===== src/rtl/usb_tx_sched_if.sv =====
// Bus bundle between the three frame sources, the downstream TX FIFO and
// the usb_tx_sched scheduler. The scheduler connects through the slave modport.
interface usb_tx_sched_if #(
  parameter int DW = 16,
  parameter int LW = 8
);
  logic          ccw_req;
  logic          dat_req;
  logic          sts_req;
  logic [LW-1:0] ccw_len;
  logic [LW-1:0] dat_len;
  logic [LW-1:0] sts_len;
  logic [DW-1:0] ccw_data;
  logic [DW-1:0] dat_data;
  logic [DW-1:0] sts_data;
  logic [2:0]    src_rdreq;
  logic [2:0]    grant;
  logic          tx_full;
  logic          tx_wrreq;
  logic [DW-1:0] tx_data;
  logic          frame_done;
  logic [1:0]    frame_src;
  logic          tmo_err;
  logic          ccw_repeat_req;

  modport master (
    output ccw_req, dat_req, sts_req,
    output ccw_len, dat_len, sts_len,
    output ccw_data, dat_data, sts_data,
    output tx_full,
    input  src_rdreq, grant, tx_wrreq, tx_data,
    input  frame_done, frame_src, tmo_err, ccw_repeat_req
  );

  modport slave (
    input  ccw_req, dat_req, sts_req,
    input  ccw_len, dat_len, sts_len,
    input  ccw_data, dat_data, sts_data,
    input  tx_full,
    output src_rdreq, grant, tx_wrreq, tx_data,
    output frame_done, frame_src, tmo_err, ccw_repeat_req
  );
endinterface


===== src/rtl/usb_tx_sched.sv =====
// USB TX frame scheduler: arbitrates three frame sources (ccw has strict
// priority, dat/sts round-robin), streams the granted frame into the FTDI TX
// FIFO, aborts on a prolonged FIFO-full condition and inserts an idle gap.
module usb_tx_sched #(
  parameter int DW      = 16,
  parameter int LW      = 8,
  parameter int GAP_CYC = 4,
  parameter int TMO_CYC = 1024
) (
  input  logic clk_prj,
  input  logic n_rst,
  usb_tx_sched_if.slave bus
);
  localparam int CW = LW + 1;
  localparam int TW = $clog2(TMO_CYC + 1);
  localparam int GW = (GAP_CYC > 1) ? $clog2(GAP_CYC) : 1;

  typedef enum logic [1:0] {
    S_IDLE = 2'd0,
    S_ARB  = 2'd1,
    S_XFER = 2'd2,
    S_GAP  = 2'd3
  } state_t;

  state_t        r_state;
  state_t        w_state_nxt;
  logic [1:0]    r_owner;        // 0 ccw, 1 dat, 2 sts
  logic [CW-1:0] r_cnt;          // words still to be read
  logic [TW-1:0] r_tmo;          // consecutive full cycles in XFER
  logic [GW-1:0] r_gap;          // remaining gap cycles
  logic          r_rr_sts;       // 1: sts wins the next dat/sts tie
  logic [2:0]    r_grant;
  logic          r_wrreq;
  logic [1:0]    r_wr_src;
  logic          r_frame_done;
  logic [1:0]    r_frame_src;
  logic          r_tmo_err;
  logic          r_ccw_rep;

  logic          w_any_req;
  logic          w_have_win;
  logic [1:0]    w_win;
  logic [LW-1:0] w_win_len_raw;
  logic [CW-1:0] w_win_len;
  logic          w_rd;
  logic          w_done;
  logic          w_tmo_hit;
  logic          w_gap_end;
  logic [2:0]    w_src_rdreq;
  logic [DW-1:0] w_tx_data;

  function automatic logic [2:0] onehot3(input logic [1:0] idx);
    logic [2:0] v;
    case (idx)
      2'd0:    v = 3'b001;
      2'd1:    v = 3'b010;
      2'd2:    v = 3'b100;
      default: v = 3'b000;
    endcase
    return v;
  endfunction

  assign w_any_req = bus.ccw_req | bus.dat_req | bus.sts_req;
  // A read is issued whenever the FIFO has room and words remain in the frame.
  assign w_rd      = (r_state == S_XFER) && !bus.tx_full && (r_cnt != {CW{1'b0}});
  // Counter at zero in XFER means the last read happened and its write is in flight now.
  assign w_done    = (r_state == S_XFER) && (r_cnt == {CW{1'b0}});
  assign w_tmo_hit = (r_state == S_XFER) && (r_cnt != {CW{1'b0}}) && bus.tx_full &&
                     (r_tmo == TW'(TMO_CYC - 1));
  assign w_gap_end = (r_state == S_GAP) && (r_gap == {GW{1'b0}});

  // Arbitration: ccw first, otherwise dat/sts by round-robin pointer; length 0 means 2^LW.
  always_comb begin
    w_have_win    = 1'b1;
    w_win         = 2'd0;
    w_win_len_raw = {LW{1'b0}};
    if (bus.ccw_req) begin
      w_win = 2'd0;
    end else if (bus.dat_req && (!bus.sts_req || !r_rr_sts)) begin
      w_win = 2'd1;
    end else if (bus.sts_req) begin
      w_win = 2'd2;
    end else begin
      w_have_win = 1'b0;
    end
    case (w_win)
      2'd0:    w_win_len_raw = bus.ccw_len;
      2'd1:    w_win_len_raw = bus.dat_len;
      default: w_win_len_raw = bus.sts_len;
    endcase
    w_win_len = (w_win_len_raw == {LW{1'b0}}) ? {1'b1, {LW{1'b0}}} : {1'b0, w_win_len_raw};
  end

  // FSM state register.
  always_ff @(posedge clk_prj or negedge n_rst) begin
    if (!n_rst) begin
      r_state <= S_IDLE;
    end else begin
      r_state <= w_state_nxt;
    end
  end

  // FSM next-state logic.
  always_comb begin
    w_state_nxt = r_state;
    case (r_state)
      S_IDLE:  w_state_nxt = w_any_req ? S_ARB : S_IDLE;
      S_ARB:   w_state_nxt = w_have_win ? S_XFER : S_IDLE;
      S_XFER:  w_state_nxt = (w_done || w_tmo_hit) ? S_GAP : S_XFER;
      S_GAP:   w_state_nxt = w_gap_end ? S_IDLE : S_GAP;
      default: w_state_nxt = S_IDLE;
    endcase
  end

  // FSM outputs: read strobe must react to tx_full in the same cycle, so it stays combinational.
  always_comb begin
    w_src_rdreq = 3'b000;
    w_tx_data   = {DW{1'b0}};
    if (w_rd) begin
      w_src_rdreq = onehot3(r_owner);
    end else begin
      w_src_rdreq = 3'b000;
    end
    if (r_wrreq) begin
      case (r_wr_src)
        2'd0:    w_tx_data = bus.ccw_data;
        2'd1:    w_tx_data = bus.dat_data;
        default: w_tx_data = bus.sts_data;
      endcase
    end else begin
      w_tx_data = {DW{1'b0}};
    end
  end

  // Datapath: owner/counters, round-robin pointer and registered status outputs.
  always_ff @(posedge clk_prj or negedge n_rst) begin
    if (!n_rst) begin
      r_owner      <= 2'd0;
      r_cnt        <= {CW{1'b0}};
      r_tmo        <= {TW{1'b0}};
      r_gap        <= {GW{1'b0}};
      r_rr_sts     <= 1'b0;
      r_grant      <= 3'b000;
      r_wrreq      <= 1'b0;
      r_wr_src     <= 2'd0;
      r_frame_done <= 1'b0;
      r_frame_src  <= 2'd0;
      r_tmo_err    <= 1'b0;
      r_ccw_rep    <= 1'b0;
    end else begin
      r_wrreq      <= w_rd;
      r_wr_src     <= r_owner;
      r_frame_done <= w_done;
      r_frame_src  <= w_done ? r_owner : 2'd0;
      r_tmo_err    <= w_tmo_hit;
      r_ccw_rep    <= w_tmo_hit && (r_owner == 2'd0);

      if ((r_state == S_XFER) && bus.tx_full && !w_tmo_hit) begin
        r_tmo <= r_tmo + TW'(1);
      end else begin
        r_tmo <= {TW{1'b0}};
      end

      if ((r_state == S_ARB) && w_have_win) begin
        r_owner <= w_win;
        r_cnt   <= w_win_len;
        r_grant <= onehot3(w_win);
        if (w_win == 2'd1) begin
          r_rr_sts <= 1'b1;
        end else if (w_win == 2'd2) begin
          r_rr_sts <= 1'b0;
        end else begin
          r_rr_sts <= r_rr_sts;
        end
      end else if (w_done || w_tmo_hit) begin
        r_cnt   <= {CW{1'b0}};
        r_grant <= 3'b000;
      end else if (w_rd) begin
        r_cnt <= r_cnt - CW'(1);
      end else begin
        r_cnt <= r_cnt;
      end

      if (w_done || w_tmo_hit) begin
        r_gap <= GW'(GAP_CYC - 1);
      end else if ((r_state == S_GAP) && (r_gap != {GW{1'b0}})) begin
        r_gap <= r_gap - GW'(1);
      end else begin
        r_gap <= r_gap;
      end
    end
  end

  assign bus.src_rdreq      = w_src_rdreq;
  assign bus.grant          = r_grant;
  assign bus.tx_wrreq       = r_wrreq;
  assign bus.tx_data        = w_tx_data;
  assign bus.frame_done     = r_frame_done;
  assign bus.frame_src      = r_frame_src;
  assign bus.tmo_err        = r_tmo_err;
  assign bus.ccw_repeat_req = r_ccw_rep;
endmodule


===== src/flat_wrapper.sv =====
// flat-port wrapper written by rule: the top's interface ports become plain ports
module usb_tx_sched_flat 
#(
  parameter int DW      = 16,
  parameter int LW      = 8,
  parameter int GAP_CYC = 4,
  parameter int TMO_CYC = 1024
)
  (clk_prj, n_rst, bus_ccw_req, bus_dat_req, bus_sts_req, bus_ccw_len, bus_dat_len, bus_sts_len, bus_ccw_data, bus_dat_data, bus_sts_data, bus_tx_full, bus_src_rdreq, bus_grant, bus_tx_wrreq, bus_tx_data, bus_frame_done, bus_frame_src, bus_tmo_err, bus_ccw_repeat_req);
  usb_tx_sched_if #(.DW(DW), .LW(LW)) bus_i ();
  input  logic clk_prj;
  input  logic n_rst;
  input wire logic [$bits(bus_i.ccw_req)-1:0] bus_ccw_req;
  input wire logic [$bits(bus_i.dat_req)-1:0] bus_dat_req;
  input wire logic [$bits(bus_i.sts_req)-1:0] bus_sts_req;
  input wire logic [$bits(bus_i.ccw_len)-1:0] bus_ccw_len;
  input wire logic [$bits(bus_i.dat_len)-1:0] bus_dat_len;
  input wire logic [$bits(bus_i.sts_len)-1:0] bus_sts_len;
  input wire logic [$bits(bus_i.ccw_data)-1:0] bus_ccw_data;
  input wire logic [$bits(bus_i.dat_data)-1:0] bus_dat_data;
  input wire logic [$bits(bus_i.sts_data)-1:0] bus_sts_data;
  input wire logic [$bits(bus_i.tx_full)-1:0] bus_tx_full;
  output wire logic [$bits(bus_i.src_rdreq)-1:0] bus_src_rdreq;
  output wire logic [$bits(bus_i.grant)-1:0] bus_grant;
  output wire logic [$bits(bus_i.tx_wrreq)-1:0] bus_tx_wrreq;
  output wire logic [$bits(bus_i.tx_data)-1:0] bus_tx_data;
  output wire logic [$bits(bus_i.frame_done)-1:0] bus_frame_done;
  output wire logic [$bits(bus_i.frame_src)-1:0] bus_frame_src;
  output wire logic [$bits(bus_i.tmo_err)-1:0] bus_tmo_err;
  output wire logic [$bits(bus_i.ccw_repeat_req)-1:0] bus_ccw_repeat_req;
  assign bus_i.ccw_req = bus_ccw_req;
  assign bus_i.dat_req = bus_dat_req;
  assign bus_i.sts_req = bus_sts_req;
  assign bus_i.ccw_len = bus_ccw_len;
  assign bus_i.dat_len = bus_dat_len;
  assign bus_i.sts_len = bus_sts_len;
  assign bus_i.ccw_data = bus_ccw_data;
  assign bus_i.dat_data = bus_dat_data;
  assign bus_i.sts_data = bus_sts_data;
  assign bus_i.tx_full = bus_tx_full;
  assign bus_src_rdreq = bus_i.src_rdreq;
  assign bus_grant = bus_i.grant;
  assign bus_tx_wrreq = bus_i.tx_wrreq;
  assign bus_tx_data = bus_i.tx_data;
  assign bus_frame_done = bus_i.frame_done;
  assign bus_frame_src = bus_i.frame_src;
  assign bus_tmo_err = bus_i.tmo_err;
  assign bus_ccw_repeat_req = bus_i.ccw_repeat_req;
  usb_tx_sched #(.DW(DW), .LW(LW), .GAP_CYC(GAP_CYC), .TMO_CYC(TMO_CYC)) u_core (.clk_prj(clk_prj), .n_rst(n_rst), .bus(bus_i));
endmodule

===== config.mk =====
export PLATFORM = sky130hd
export DESIGN_NAME = usb_tx_sched_flat
export DESIGN_NICKNAME = d
export VERILOG_FILES = /design/src/rtl/usb_tx_sched_if.sv /design/src/rtl/usb_tx_sched.sv /design/src/flat_wrapper.sv
export SDC_FILE = /design/constraint.sdc
export NUM_CORES = 1
export LEC_CHECK = 0
export CAP_MARGIN = 20
export CORE_ASPECT_RATIO = 1.25
export CORE_MARGIN = 2
export CORE_UTILIZATION = 39
export CTS_CLUSTER_DIAMETER = 60
export CTS_CLUSTER_SIZE = 20
export DETAILED_ROUTE_END_ITERATION = 10
export HOLD_SLACK_MARGIN = 0.06
export PLACE_DENSITY = 0.78
export SYNTH_ARGS = -nofsm -noshare
export SYNTH_HDL_FRONTEND = slang
export SYNTH_SLANG_ARGS = --single-unit

===== constraint.sdc =====
create_clock -name clk_prj -period 2 [get_ports clk_prj]
set_clock_uncertainty 0.1 [all_clocks]
set_input_delay 0.4 -clock clk_prj [delete_from_list [all_inputs] [get_ports clk_prj]]
set_output_delay 0.4 -clock clk_prj [all_outputs]
set_load 0.01 [all_outputs]

; After elaboration in Yosys (flattened, before gate mapping)
; Index checks and enable logic that the tools add are counted.
; W data, S select, Z words.
[totals]
reg_bits = 38
inputBits = 78
word_cells = 89
[classes]
addsub = 3
eq_ne = 9
muxes = 29
bitwise_logic = 2
n_reduce_logical = 33
[ops]
columns = operator, count
row1 = $mux W9, 4
row2 = $pmux W16 S2, 1
row3 = $pmux W3 S3, 2
row4 = $mux W16, 1
row5 = $mux W2, 8
row6 = $pmux W8 S2, 1
row7 = $logic_and A1 B1 Y1, 13
row8 = $add A11 B1 Y11 const B, 1
row9 = $eq A11 B10 Y1 const B, 1
row10 = $mux W11, 1
row11 = $logic_not A2 Y1, 5
row12 = $logic_not A9 Y1, 1
row13 = $mux W3, 3
row14 = $reduce_bool A9 Y1, 1
row15 = $sub A9 B1 Y9 const B, 1
row16 = $eq A2 B1 Y1 const B, 4
row17 = $eq A2 B2 Y1 const B, 4
row18 = $logic_not A8 Y1, 1
row19 = $pmux W2 S4, 1
row20 = $reduce_bool A2 Y1, 4
row21 = $mux W1, 7
row22 = $logic_not A1 Y1, 4
row23 = $reduce_bool A3 Y1, 1
row24 = $logic_or A1 B1 Y1, 2
row25 = other kinds (3), 4

; Longest topological paths before layout
[depth]
word_depth = 10
depth_mapped = 9

; Worst setup path after synthesis
; No wires, ideal clock.
[synth_timing]
kind = reg-to-reg
start = reg u_core.r_rr_sts
end = reg u_core.r_cnt[8]
setup_time_ps = 85
arrival_ps = 1957
required_time_ps = 1815
setup_slack_ps = -143
path_stages_with_launch = 9
path_buffers = 1
synth_period_minus_slack_ps = 2143
path_cell_list = dfrtp_1 -> nand2b_1 -> nand3b_1 -> ha_1 -> clkbuf_1 -> nor2_1 -> a2111oi_0 -> nand4_1 -> o22ai_1
[synth_via]
elab_chain_len = 10
word_cells_on_any_way = 15
classes_between = 1 x eq/ne / 7 x mux / 7 x reduce/logical
[synth_lines]
columns = item, line
row1 = from (decl), usb_tx_sched.sv:31  ; logic r_rr_sts;
row2 = from (signal assigned), usb_tx_sched.sv:173  ; r_rr_sts <= r_rr_sts;
row3 = $logic_not A1 Y1 *, usb_tx_sched.sv:79  ; end else if (bus.dat_req && (!bus.sts_req || !r_rr_sts)) begin
row4 = $logic_or A1 B1 Y1 *, usb_tx_sched.sv:79
row5 = $logic_and A1 B1 Y1 *, usb_tx_sched.sv:79
row6 = $mux W2, usb_tx_sched.sv:79
row7 = $mux W2, usb_tx_sched.sv:77  ; if (bus.ccw_req) begin
row8 = $eq A2 B1 Y1 / $logic_not A2 Y1 (equally long branches), usb_tx_sched.sv:86  ; case (w_win)
row9 = $pmux W8 S2, usb_tx_sched.sv:86
row10 = $logic_not A8 Y1, usb_tx_sched.sv:91  ; w_win_len = (w_win_len_raw == {LW{1'b0}}) ? {1'b1, {LW{1'b0}}} : {1'b0, w_win_len_raw};
row11 = $mux W9, usb_tx_sched.sv:91
row12 = $mux W9, usb_tx_sched.sv:164  ; if ((r_state == S_ARB) && w_have_win) begin
row13 = to (signal assigned), usb_tx_sched.sv:166  ; r_cnt <= w_win_len;
row14 = to (signal assigned), usb_tx_sched.sv:176  ; r_cnt <= {CW{1'b0}};
row15 = to (signal assigned), usb_tx_sched.sv:179  ; r_cnt <= r_cnt - CW'(1);
row16 = to (decl), usb_tx_sched.sv:28  ; logic [CW-1:0] r_cnt;
; Every way passes the cells marked *; elsewhere a longest branch is shown, timed or not.
; A chain may end at the register's enable or synchronous reset.

; Final worst setup path
[layout_timing]
start = reg u_core.r_cnt[7]
end = out bus_src_rdreq[2]
[layout_via]
elab_chain_len = 3
[layout_lines]
columns = item, line
row1 = from (signal assigned), usb_tx_sched.sv:139  ; r_cnt <= {CW{1'b0}};
row2 = from (signal assigned), usb_tx_sched.sv:166
row3 = from (signal assigned), usb_tx_sched.sv:176
row4 = $reduce_bool A9 Y1, usb_tx_sched.sv:65  ; assign w_rd = (r_state == S_XFER) && !bus.tx_full && (r_cnt != {CW{1'b0}});
row5 = $logic_and A1 B1 Y1, usb_tx_sched.sv:65
row6 = $mux W3, usb_tx_sched.sv:119  ; if (w_rd) begin
row7 = to (decl), flat_wrapper.sv:23  ; output wire logic [$bits(bus_i.src_rdreq)-1:0] bus_src_rdreq;
; No other way between the ends.

==> load_flow_metrics.sql <==
INSERT INTO impl_metrics (metric_group, metric, value, unit) VALUES
('timing', 'rsz_0062_raised_after_global_routing', 'true', ''),
('grt', 'groute.usage.overall', '0.2140', ''),
('die', 'core.rowCount', '32', ''),
('clocking', 'tritoncts', 'built', ''),
('final_layout', 'post-route-cell-area', '4248', 'um^2'),
('synth', 'syn-mean-instance-area', '8.981', 'um^2'),
('drt', 'dr.first_iter.drc_count', '82', ''),
('power', 'worst_ir_drop_vdd', '0.5348', 'mV'),
('timing', 'relSlewSlack', '0.6890', ''),
('synth', 'post_synth_main_area_contributors', 'dfrtp_1, mux2i_1, nand2_1', ''),
('final_layout', 'final_layout_size_suffix_gt1_frac', '0.2717', ''),
('synth', 'synth.ff_latch_count', '38', ''),
('power', 'seq_pwr_share', '0.239', ''),
('worst_setup_path', 'cp_top_family', 'simple AND/OR/NAND/NOR gates', ''),
('worst_setup_path', 'cp-start-kind', 'flop', ''),
('timing', 'min_period_over_period', '1.160', ''),
('timing', 'tightestPinTransition', '466.5', 'ps'),
('grt', 'antenna_violations_before_repair', '0', ''),
('synth', 'synth_warnings', '0', ''),
('grt', 'wire_length_of_the_first_global_routing_pass', '11690', 'um'),
('timing', 'fin_hold_ws', '411.1', 'ps'),
('synth', 'synth_area', '2479', 'um^2'),
('timing', 'setup_viol_count_final', '14', ''),
('timing', 'final.min_clock_period', '2320', 'ps'),
('clocking', 'clkLatencyLatePin', '300', 'ps'),
('power', 'leakage_power_of_the_design', '1.894', 'nW'),
('clocking', 'cts_made_buffers', '5', ''),
('power', 'power_switching', '0.001715', 'W'),
('grt', 'grt_start_max_net_pins', '39', ''),
('drt', 'drc', '0', ''),
('outcome', 'failed_checks', 'negative setup slack', ''),
('placed_design', 'dpl.cell_count', '496', ''),
('worst_setup_path', 'worst-endpoint-required', '1500', 'ps'),
('clocking', 'holdBufCountCts', '0', ''),
('outcome', 'run_status', 'finished, violations left', ''),
('die', 'boundaryPins', '106', ''),
('die', 'die_ht', '93.13', 'um'),
('worst_setup_path', 'worstPathMaxFanout', '4', ''),
('clocking', 'clockRootBuffer', 'clkbuf_8', ''),
('synth', 'yosysTopAreaCellShare', '0.3836', ''),
('clocking', 'cts-root-to-sink-buffers', '2', ''),
('power', 'finalPower', '0.004724', 'W'),
('worst_setup_path', 'timing.setup.critical_path_class', 'reg -> out', ''),
('power', 'intPower', '0.003009', 'W'),
('synth', 'synth_nets', '361', ''),
('die', 'die_width', '75.31', 'um'),
('die', 'area_of_the_placeable_core', '6166', 'um^2'),
('placed_design', 'globalplace.congestion', '0.7783', ''),
('final_layout', 'final_net_count', '522', ''),
('timing', 'timing.final.max_slew_violations', '0', ''),
('synth', 'yosys_most_used_dff', 'dfrtp_1', ''),
('clocking', 'cts_num_sinks', '38', ''),
('grt', 'remaining_global_route_overflow', '0', ''),
('synth', 'synthDominantAreaCellType', 'dfrtp_1', ''),
('drt', 'dr.pass1.iters', '4', ''),
('drt', 'detail_route.wl_per_cell', '14.31', 'um'),
('placed_design', 'postPlaceCellArea', '3901', 'um^2'),
('drt', 'route.antenna.remaining_nets', '0', ''),
('placed_design', 'detailed_place_hpwl', '5534', 'um'),
('power', 'swShare', '0.3630', ''),
('power', 'share_comb_of_total_power', '0.595', ''),
('worst_setup_path', 'chain_of_cells_forming_the_critical_path', 'or4_4, nor3_4, nand2b_4, nor3_1, buf_2', ''),
('die', 'effective_utilization_at_floorplan', '0.4020', ''),
('synth', 'synthesis.instances', '276', ''),
('run', 'drv.max_cap_violation_count', '0', ''),
('clocking', 'clock_slew_at_the_register_clock_pins_of_the_worst_setup_and_hold_paths', '80', 'ps'),
('drt', 'via_count', '2693', ''),
('timing', 'timing.final.ws_setup', '-320.1', 'ps'),
('timing', 'report.final.hold_viol_count', '0', ''),
('hold_path', 'hp-class', 'in -> async', ''),
('synth', 'ys_async_sr_fraction', '1.000', '');
## worst paths after layout
path                            slack, ps                            to                          start  cells after the start
worst max-delay path                 -320              bus_src_rdreq[2]    u_core.r_cnt[7]$_DFFE_PN0P_                      5
worst min-delay path                  410     u_core.r_tmo[6]$_DFF_PN0_                          n_rst                      2
worst max register to register       -110   u_core.r_cnt[1]$_DFFE_PN0P_    u_core.r_cnt[7]$_DFFE_PN0P_                      7
worst min register to register        420  u_core.r_wr_src[0]$_DFF_PN0_  u_core.r_owner[0]$_DFFE_PN0P_                      0
max in group asynchronous            1030  u_core.r_wr_src[0]$_DFF_PN0_                          n_rst                      2
min in group clk_prj                  420  u_core.r_wr_src[0]$_DFF_PN0_  u_core.r_owner[0]$_DFFE_PN0P_                      0
## logic make-up (layout without fill, tap and decap cells)
kind of cell,count (synthesis),in the layout,synth area share
xor+xnor,15,15,0.05300
fa+ha+maj,7,7,0.03533
flops,38,38,0.3836
mux,20,20,0.08379
simple gates,110,110,0.2332
compound gates,60,60,0.1605
buf+inv,26,188,0.05048
## power by group through the flow
stage                     Clock [W]  Combinational (W)  Sequential, W
after global routing       0.000834            0.00307        0.00116
final                      0.000784            0.00281        0.00113
after detailed placement          0            0.00241        0.00113
after CTS                  0.000789            0.00265        0.00113
after global placement            0            0.00236        0.00112
after floorplan                   0            0.00130        0.00115
## worst register-to-register path, cell delays in order, from the launching register on
cell and delay [ps]:
dfrtp_1 380, or4_4 570, nor3_4 220, nand2b_4 170, buf_4 120, inv_2 60
mux2_4 310, o22ai_2 110
## cell type report
type	instances	area, um^2
Timing Repair Buffer	167	1500
Multi-Input combinational cell	212	1503
Clock inverter	3	68.82
Clock buffer	5	68.82
Inverter	13	48.80
Sequential cell	38	952.2
Fill cell	495	1918
Tap cell	85	106.4
## flip-flops by register name, indices dropped and copies added (netlist names), 2 cells and up
name                  flops
u_core.bus.frame_src      2
u_core.bus.grant          3
u_core.r_wr_src           2
u_core.r_gap              2
u_core.r_cnt              9
u_core.r_tmo             11
u_core.r_owner            2
u_core.r_state            2
## synth_stat cells, types with 2 or more instances
library cell and number:
buf_2 2, nand3b_1 4, o211ai_1 3, mux2i_1 17
and2_1 16, nand3_1 4, clkbuf_1 7, a21oi_1 7
o31ai_1 2, ha_1 7, and3_1 3, nor4_1 2
mux2_2 2, xnor2_1 4, nor2_1 19, buf_6 2
o2111ai_1 2, o22ai_1 7, a22o_1 7, xor2_1 11
o21ai_0 22, or2_2 2, nand4_1 8, nand2_1 34
inv_1 12, nand2b_1 2, dfrtp_1 38, nor3_1 6
## layer usage
metal	GRT usage	vias to the layer above	part of all wire
li1	-	1304	-
met1	0.2362	1258	0.38
met2	0.3717	120	0.50
met3	0.06250	11	0.10
met4	0.09064	0	0.019
met5	0	-	0
## cell usage in the layout (no fill, tap or decap), types with 12 or more instances in the layout
master and count:
and2_1 16, buf_2 14, buf_4 52, clkdlybuf4s50_1 83, dfrtp_1 37, inv_1 12
mux2i_1 14, nand2_1 34, nor2_1 18, o21ai_1 16
## metrics by stage
step,utilization,worst slack [ps]
final,0.6889,-320.1
after global routing,0.6889,-382.1
after CTS,0.6778,-317.7
after detailed placement,0.6327,-506.7
after global placement,0.6327,-441.6
after floorplan,-,22.66
## timing repair
action	4_1_cts	5_1_grt
setup buffers	12	6
endpoints found under the setup margin	31	29
pin swaps	6	24
gates resized for setup	100	27
hold endpoints to repair	0	0
cloned	1	0
No activity file was read; power rests on OpenSTA's default activity.
